<file path="config.mk">
export PLATFORM = sky130hd
export DESIGN_NAME = pc_unit
export DESIGN_NICKNAME = d
export VERILOG_FILES = /design/src/rtl/pc_pkg.sv /design/src/rtl/pc_unit_ret_stack.sv /design/src/rtl/pc_unit.sv
export SDC_FILE = /design/constraint.sdc
export NUM_CORES = 1
export LEC_CHECK = 0
export ABC_AREA = 1
export CORE_ASPECT_RATIO = 0.75
export CORE_MARGIN = 5
export CORE_UTILIZATION = 45
export DETAILED_ROUTE_END_ITERATION = 10
export GPL_ROUTABILITY_DRIVEN = 0
export PLACE_DENSITY = 0.7
export SETUP_SLACK_MARGIN = 0.05
export SYNTH_ARGS = -nofsm -noshare
export SYNTH_HDL_FRONTEND = slang
export SYNTH_SLANG_ARGS = --single-unit
export TNS_END_PERCENT = 50
</file>
<file path="constraint.sdc">
create_clock -name clk -period 4.45 [get_ports clk]
set_clock_uncertainty 0.15 [all_clocks]
set_input_delay 0.89 -clock clk [delete_from_list [all_inputs] [get_ports clk]]
set_output_delay 0.89 -clock clk [all_outputs]
set_load 0.1 [all_outputs]
</file>
<file path="src/rtl/pc_pkg.sv">
// Shared types for the program-counter stage: default address width,
// next-PC mux selector and the PC word type.
package pc_pkg;

    localparam int PC_W_DEFAULT = 10;

    typedef enum logic [1:0] {
        SEL_INC,
        SEL_JMP,
        SEL_RET,
        SEL_HOLD
    } next_sel_t;

    typedef logic [PC_W_DEFAULT-1:0] pc_t;

endpackage

</file>
<file path="src/rtl/pc_unit_ret_stack.sv">
// Return-address LIFO. Push and pop must be mutually exclusive and are
// ignored when full or empty respectively. Storage is not cleared by reset.
module ret_stack
    import pc_pkg::*;
#(
    parameter int DEPTH = 8,
    parameter int W     = 10,
    localparam int DW   = $clog2(DEPTH + 1),
    localparam int AW   = $clog2(DEPTH)
) (
    input  logic          clk_i,
    input  logic          rst_n_i,
    input  logic          push_i,
    input  logic          pop_i,
    input  logic [W-1:0]  wdata_i,
    output logic [W-1:0]  top_o,
    output logic [DW-1:0] depth_o,
    output logic          full_o,
    output logic          empty_o
);

    logic [W-1:0]  mem_q [DEPTH];
    logic [DW-1:0] depth_q;
    logic [DW-1:0] depth_d;
    logic [AW-1:0] wr_idx;
    logic [AW-1:0] rd_idx;

    assign full_o  = (depth_q == DW'(DEPTH));
    assign empty_o = (depth_q == '0);
    assign depth_o = depth_q;

    // Index wraps harmlessly at the extremes; gated by full/empty below.
    assign wr_idx = AW'(depth_q);
    assign rd_idx = AW'(depth_q - 1'b1);
    assign top_o  = mem_q[rd_idx];

    always_comb begin
        depth_d = depth_q;
        if (push_i && !full_o) begin
            depth_d = depth_q + 1'b1;
        end else if (pop_i && !empty_o) begin
            depth_d = depth_q - 1'b1;
        end
    end

    always_ff @(posedge clk_i) begin
        if (!rst_n_i) begin
            depth_q <= '0;
        end else begin
            depth_q <= depth_d;
        end
    end

    always_ff @(posedge clk_i) begin
        if (rst_n_i && push_i && !full_o) begin
            mem_q[wr_idx] <= wdata_i;
        end
    end

endmodule

</file>
<file path="src/rtl/pc_unit.sv">
// Program counter with hardware return-address stack and sticky fault flags.
// Optional PC_UNIT_HOLD_EN adds a 'hold' input that freezes all state.
module pc_unit
    import pc_pkg::*;
#(
    parameter int              PC_W     = PC_W_DEFAULT,
    parameter int              DEPTH    = 8,
    parameter logic [PC_W-1:0] RESET_PC = '0
) (
    input  logic                       clk,
    input  logic                       reset_n,
`ifdef PC_UNIT_HOLD_EN
    input  logic                       hold,
`endif
    input  logic                       s_inc,
    input  logic [PC_W-1:0]            jump_addr,
    input  logic                       wesp,
    input  logic                       push,
    input  logic                       pop,
    output logic [PC_W-1:0]            pc,
    output logic [$clog2(DEPTH+1)-1:0] stk_depth,
    output logic                       stk_full,
    output logic                       stk_empty,
    output logic                       stk_ovf,
    output logic                       stk_unf,
    output logic                       stk_err
);

    logic [PC_W-1:0] pc_q;
    logic [PC_W-1:0] pc_d;
    logic [PC_W-1:0] pc_inc;
    logic [PC_W-1:0] stk_top;
    logic            ovf_q;
    logic            unf_q;
    logic            err_q;
    logic            set_ovf;
    logic            set_unf;
    logic            set_err;
    logic            stk_push;
    logic            stk_pop;
    logic            hold_act;
    next_sel_t       sel;

`ifdef PC_UNIT_HOLD_EN
    assign hold_act = hold;
`else
    assign hold_act = 1'b0;
`endif

    assign pc_inc = pc_q + PC_W'(1);

    // Priority: hold, push+pop error, pop, push, jump, increment.
    always_comb begin
        sel      = SEL_INC;
        stk_push = 1'b0;
        stk_pop  = 1'b0;
        set_ovf  = 1'b0;
        set_unf  = 1'b0;
        set_err  = 1'b0;
        if (hold_act) begin
            sel = SEL_HOLD;
        end else if (wesp && push && pop) begin
            set_err = 1'b1;
        end else if (wesp && pop) begin
            if (!stk_empty) begin
                sel     = SEL_RET;
                stk_pop = 1'b1;
            end else begin
                set_unf = 1'b1;
            end
        end else if (wesp && push) begin
            if (!stk_full) begin
                sel      = SEL_JMP;
                stk_push = 1'b1;
            end else begin
                set_ovf = 1'b1;
            end
        end else if (!s_inc) begin
            sel = SEL_JMP;
        end
    end

    always_comb begin
        case (sel)
            SEL_JMP:  pc_d = jump_addr;
            SEL_RET:  pc_d = stk_top;
            SEL_HOLD: pc_d = pc_q;
            default:  pc_d = pc_inc;
        endcase
    end

    always_ff @(posedge clk) begin
        if (!reset_n) begin
            pc_q  <= RESET_PC;
            ovf_q <= 1'b0;
            unf_q <= 1'b0;
            err_q <= 1'b0;
        end else begin
            pc_q  <= pc_d;
            ovf_q <= ovf_q | set_ovf;
            unf_q <= unf_q | set_unf;
            err_q <= err_q | set_err;
        end
    end

    ret_stack #(
        .DEPTH (DEPTH),
        .W     (PC_W)
    ) u_ret_stack (
        .clk_i   (clk),
        .rst_n_i (reset_n),
        .push_i  (stk_push),
        .pop_i   (stk_pop),
        .wdata_i (pc_inc),
        .top_o   (stk_top),
        .depth_o (stk_depth),
        .full_o  (stk_full),
        .empty_o (stk_empty)
    );

    assign pc      = pc_q;
    assign stk_ovf = ovf_q;
    assign stk_unf = unf_q;
    assign stk_err = err_q;

endmodule
</file>
# Word-level counts from Yosys, hierarchy flattened
# Memory sizes are Yosys's and may differ from the RTL's.
# Cells that the tools add are included.
# totals
output_inout_bits,19
ramBits,80
in_bits,16
memories,1
ff_bits,17
word_cells,53
# memory_table
memory,depth,width,rd,rd_ports_with_merged_regs,wr,line_no,source
u_ret_stack.mem_q,8,10,1,0,1,pc_unit_ret_stack.sv:22,logic [W-1:0] mem_q [DEPTH];
# classes
n_mux,26
n_reduce_logical,11
eq_ne,4
addsub,3
bitwise_logic,3
# ops
operator,count
10-bit one-hot mux with 3 select lines,1
1-bit two-way mux,19
10-bit by 1-bit adder with 10-bit output (second input constant),1
2-bit two-way mux,4
4-bit two-way mux,2
1-bit logical AND,7
4-bit by 1-bit adder with 4-bit output (second input constant),1
2-bit == test (second input constant),2
4-bit == test (second input constant),1
4-bit logical NOT,1
4-bit by 1-bit subtractor with 4-bit output (second input constant),1
1-bit OR,3
2-bit by 1-bit == test with 1-bit output (second input constant),1
1-bit logical NOT,2
2-bit nonzero test,1

# Logic depth before layout (Yosys ltp)
# depth
ltp_word,9
depth_mapped,14
ltp_nobuf,11

# By module
# Synthesis repeated with hierarchy kept, for this count alone.
# unflattened
hier_cells,452
area_unflattened_um2,4514.3
# by_module_without_submodules
module,seq_area_each_um2,n_inst,cells_per_inst,area_per_inst_um2
ret_stack,2482.4,1,297,3520.9
pc_unit,260.2,1,155,993.5

# Worst setup path after synthesis
# No wires, ideal clock.
# synth_path
path_type,reg-to-reg
startpoint,register u_ret_stack.depth_q[0] (netlist: u_ret_stack.depth_o[0])
endpoint,memory u_ret_stack.mem_q[2][0] (enable)
stages_incl_launch_ff,10
arrival_time_ps,2813
slack_ps,1097
period_less_slack_ps,3353
path_buffers,2
required_ps,3910
setup_ps,390
path_cell_list,dfxtp_1 -> buf_6 -> inv_4 -> buf_6 -> ha_1 -> nand3_2 -> nand2_2 -> nor2_1 -> nand2_1 -> nor3_1
# synth_between
elab_chain_len,9
elab_cells_between_ends,10
cone_classes,eq/ne (1); mux (6); reduce/logical (3)
# synth_rtl
element,line_no,source
start: declaration,pc_unit_ret_stack.sv:23,logic [DW-1:0] depth_q;
start signal: assignment,pc_unit_ret_stack.sv:50,depth_q <= depth_d;
4-bit == test,pc_unit_ret_stack.sv:28,assign full_o = (depth_q == DW'(DEPTH));
1-bit two-way mux,pc_unit.sv:72,if (!stk_full) begin
1-bit two-way mux,pc_unit.sv:71,end else if (wesp && push) begin
1-bit two-way mux,pc_unit.sv:64,end else if (wesp && pop) begin
1-bit two-way mux,pc_unit.sv:62,end else if (wesp && push && pop) begin
1-bit logical AND (2 in series),pc_unit_ret_stack.sv:55,if (rst_n_i && push_i && !full_o) begin
1-bit two-way mux,pc_unit_ret_stack.sv:55,
1-bit two-way mux (implied by the code),pc_unit_ret_stack.sv:56,mem_q[wr_idx] <= wdata_i;
end: declaration,pc_unit_ret_stack.sv:22,
# Several ways; a longest one is shown, not always the timed one.

# Worst setup path after layout
# layout_path
startpoint,register u_ret_stack.depth_q[0] (netlist: u_ret_stack.depth_o[0])
endpoint,output stk_empty
# layout_between
elab_chain_len,1
# layout_rtl
element,line_no,source
4-bit logical NOT,pc_unit_ret_stack.sv:29,assign empty_o = (depth_q == '0);
end: declaration,pc_unit.sv:23,"output logic stk_empty,"
# No other way between the ends.

==> flow_metrics.py <==
metrics = {
    "min_path": {
        "hold_start": "stk_err$_SDFF_PN0_",
        "hold_depth": 2,
        "holdPathEnd": "stk_err$_SDFF_PN0_",
        "hp-class": "register to register",
    },
    "logic_synthesis": {
        "synth_area_leaders": "edfxtp_1 (52%), nand2_1 (12%), dfxtp_1 (7.4%), nand3_1 (7.4%), inv_1 (4.7%)",
        "ys_ff_latch": 97,
        "yosysMostFrequentCell": "nand2_1",
        "synth_edf_count": 80,
        "synthFlopType": "edfxtp_1",
        "synth_common_cells": "nand2_1 (150), edfxtp_1 (80), nand3_1 (68)",
        "ys_seq_area_frac": 0.5966,
        "syn_area_sq_um": 4597,
        "async_flop_share": 0,
        "yosys_warnings": 0,
        "synth_area_leader_cell": "edfxtp_1",
        "syn-instance-count": 487,
        "synth_nets": 509,
        "postSynthAreaPerCell_sq_um": 9.439,
        "synthDistinctLibCells": 34,
        "synth_top_cell_area_share": 0.5226,
    },
    "sta": {
        "tightest_slew_ns": 0.9857,
        "tns_ns": 0,
        "setup_viol": 0,
        "fin_crit_ns": 3.266,
        "finalHoldViolCount": 0,
        "rsz0062_at_grt": "false",
        "final_max_slew_viol_count": 0,
        "max_freq_mhz": 306.2,
        "max_slew_margin": 0.3408,
        "timing.final.crit_share": 0.7339,
    },
    "floorplan": {
        "start_util": 0.4538,
        "design.core.area_sq_um": 10130,
        "io_pins": 35,
        "die_h_um": 97.53,
        "die_w_um": 126.7,
        "std_cell_rows": 32,
        "dieArea_sq_um": 12360,
    },
    "layout": {
        "drive_gt1_frac": 0.1006,
        "nNetsFinal": 544,
        "finalNonFillerCells": 663,
        "antenna_cells": 0,
        "fillers": 896,
        "final_area_sq_um": 5326,
        "syn_to_final_growth_pct": 15.87,
    },
    "routing": {
        "first_pass_iters": 5,
        "wl_per_cell_um": 15.34,
        "drc": 0,
        "drt-initial-drc-count": 287,
        "wl_um": 10170,
        "vias": 3337,
        "viasPerCell": 5.033,
        "drtAntennaViolNets": 0,
    },
    "clock_network": {
        "cts_made_buffers": 9,
        "ctsHoldBuffers": 0,
        "cts_sinks": 97,
        "clockRootBuffer": "clkbuf_16",
        "clk_path_buf_depth": 2,
        "cts-resized-gates": 0,
        "post_cts.repair.setup_buffers": 0,
        "clk_transition_reported_paths_ns": 0.06,
        "htree_levels": 3,
        "clock_latency_ns": 0.34,
        "cts_tree": "built",
    },
    "critical_path": {
        "cp_slowest_cell": "buf_4",
        "start_kind": "register",
        "ff2ff_setup_slack_ns": 1.22,
        "critPathCaptureType": "output pin",
        "reg2reg_depth": 12,
        "arrival_ns": 2.23,
        "crit_type": "register to output pin",
        "crit_top_cell": "buf_4",
        "r2r-start": "u_ret_stack.depth_o[0]$_SDFFE_PN0P_",
        "path_max_fanout": 48,
        "slowest_delay_ns": 0.43,
        "worstPathRequired_ns": 3.41,
        "timing.rr.end": "pc[3]$_SDFFE_PN0P_",
        "worstPathCellList": "buf_4 > inv_4 > ha_1 > nand3_1 > inv_1 > buf_4",
    },
    "placement": {
        "dpl_cell_area_sq_um": 5029,
        "numPlacedInstances": 647,
        "io_buffers": 34,
        "dpl.hpwl_um": 6619,
    },
    "job": {
        "maxCapViolCount": 0,
    },
    "status": {
        "outcome": "finished, final reports clean",
    },
    "pwr": {
        "p_leak_nw": 2.195,
        "power_density_nw_per_um2": 417.3,
        "peakVddDrop_mv": 0.2521,
    },
    "global_routing": {
        "grt_max_degree": 49,
        "grt_first_pass_wirelength_um": 16280,
        "grt.overflow.total": 0,
        "grt_usage": 0.1689,
        "antenna_found_initial": 0,
        "grt_pass1_vias": 3186,
    },
}
==> how the worst max path moves through the flow <==
stage	startpoint	to	cells after the start
2_1_floorplan	u_ret_stack.depth_o[0]$_SDFFE_PN0P_	u_ret_stack.mem_q[2][0]$_DFFE_PP_	9
3_3_place_gp	pop	pc[2]$_SDFFE_PN0P_	11
3_5_place_dp	pop	pc[3]$_SDFFE_PN0P_	11
4_1_cts	u_ret_stack.depth_o[0]$_SDFFE_PN0P_	stk_empty	6
5_1_grt	u_ret_stack.depth_o[0]$_SDFFE_PN0P_	pc[3]$_SDFFE_PN0P_	12
6_report	u_ret_stack.depth_o[0]$_SDFFE_PN0P_	stk_empty	6
==> worst max-delay path: cells and delay by family, from the launching register on <==
kind                     cells  cell delay (ns)
flip-flops                   1             0.31
AND/OR/NAND/NOR              1             0.15
buffers and inverters        4             1.04
adder cells (fa/ha/maj)      1             0.38
==> layer usage <==
metal / global-route usage / vias to the layer above / wire length [um]
met5: 0 / - / 0
met1: 0.2317 / 1550 / 4512
met4: 0.04287 / 0 / 92
li1: - / 1673 / -
met2: 0.2683 / 103 / 4836
met3: 0.04341 / 11 / 731
==> flip-flops by register name (all words and copies together) (netlist names) <==
register             cells
u_ret_stack.mem_q       80
pc                      10
u_ret_stack.depth_o      4
stk_err                  1
stk_ovf                  1
stk_unf                  1
==> stage by stage <==
| stage | utilization | hold WS (ns) | total power [W] | worst slack [ns] |
|---|---|---|---|---|
| final | 0.5258 | 0.3222 | 0.002223 | 1.184 |
| after global routing | 0.5258 | 0.3583 | 0.002313 | 0.9067 |
| after floorplan | - | 0.6012 | 0.001379 | 1.097 |
| after global placement | 0.4964 | 0.2894 | 0.001475 | 1.306 |
| after detailed placement | 0.4964 | 0.3161 | 0.001481 | 1.205 |
| after CTS | 0.5258 | 0.3330 | 0.002232 | 1.160 |
==> cell usage in the layout (no fill, tap or decap), types with 6 or more instances in the layout <==
master	instances
clkbuf_16	9
edfxtp_1	80
nor2_1	14
o21ai_0	13
ha_1	6
nand2_1	150
nand3_1	68
a21oi_1	19
clkdlybuf4s50_1	31
dfxtp_1	17
buf_4	14
inv_1	57
==> where the power goes <==
group,total (W),leakage [nW],switching [W],internal [W]
Clock,0.000759,0.143,0.000322,0.000437
Combinational,0.000421,1.19,0.000311,0.000110
Sequential,0.00104,0.866,0.0000218,0.00102
==> area by class of cell <==
type,count,area (sq um),share of cell area
multi-input combinational,307,1465,0.2751
clock inverter,6,68.82,0.01292
inverter,62,235.2,0.04416
timing repair buffer,45,415.4,0.07799
sequential,97,2743,0.5149
tap,136,170.2,0.03195
clock buffer,10,229.0,0.04299
==> logic make-up after synthesis <==
family                     Yosys count  share of synthesized area
DFF                                 97                     0.5966
and+or+nand+nor                    256                     0.2431
buffers and inverters               83                    0.08465
AOI/OAI and AO/OA                   41                    0.05008
adders and majority gates            6                    0.01633
xor gates and xnor gates             4                   0.009256
Note: power is estimated with default switching activity, not from simulation.
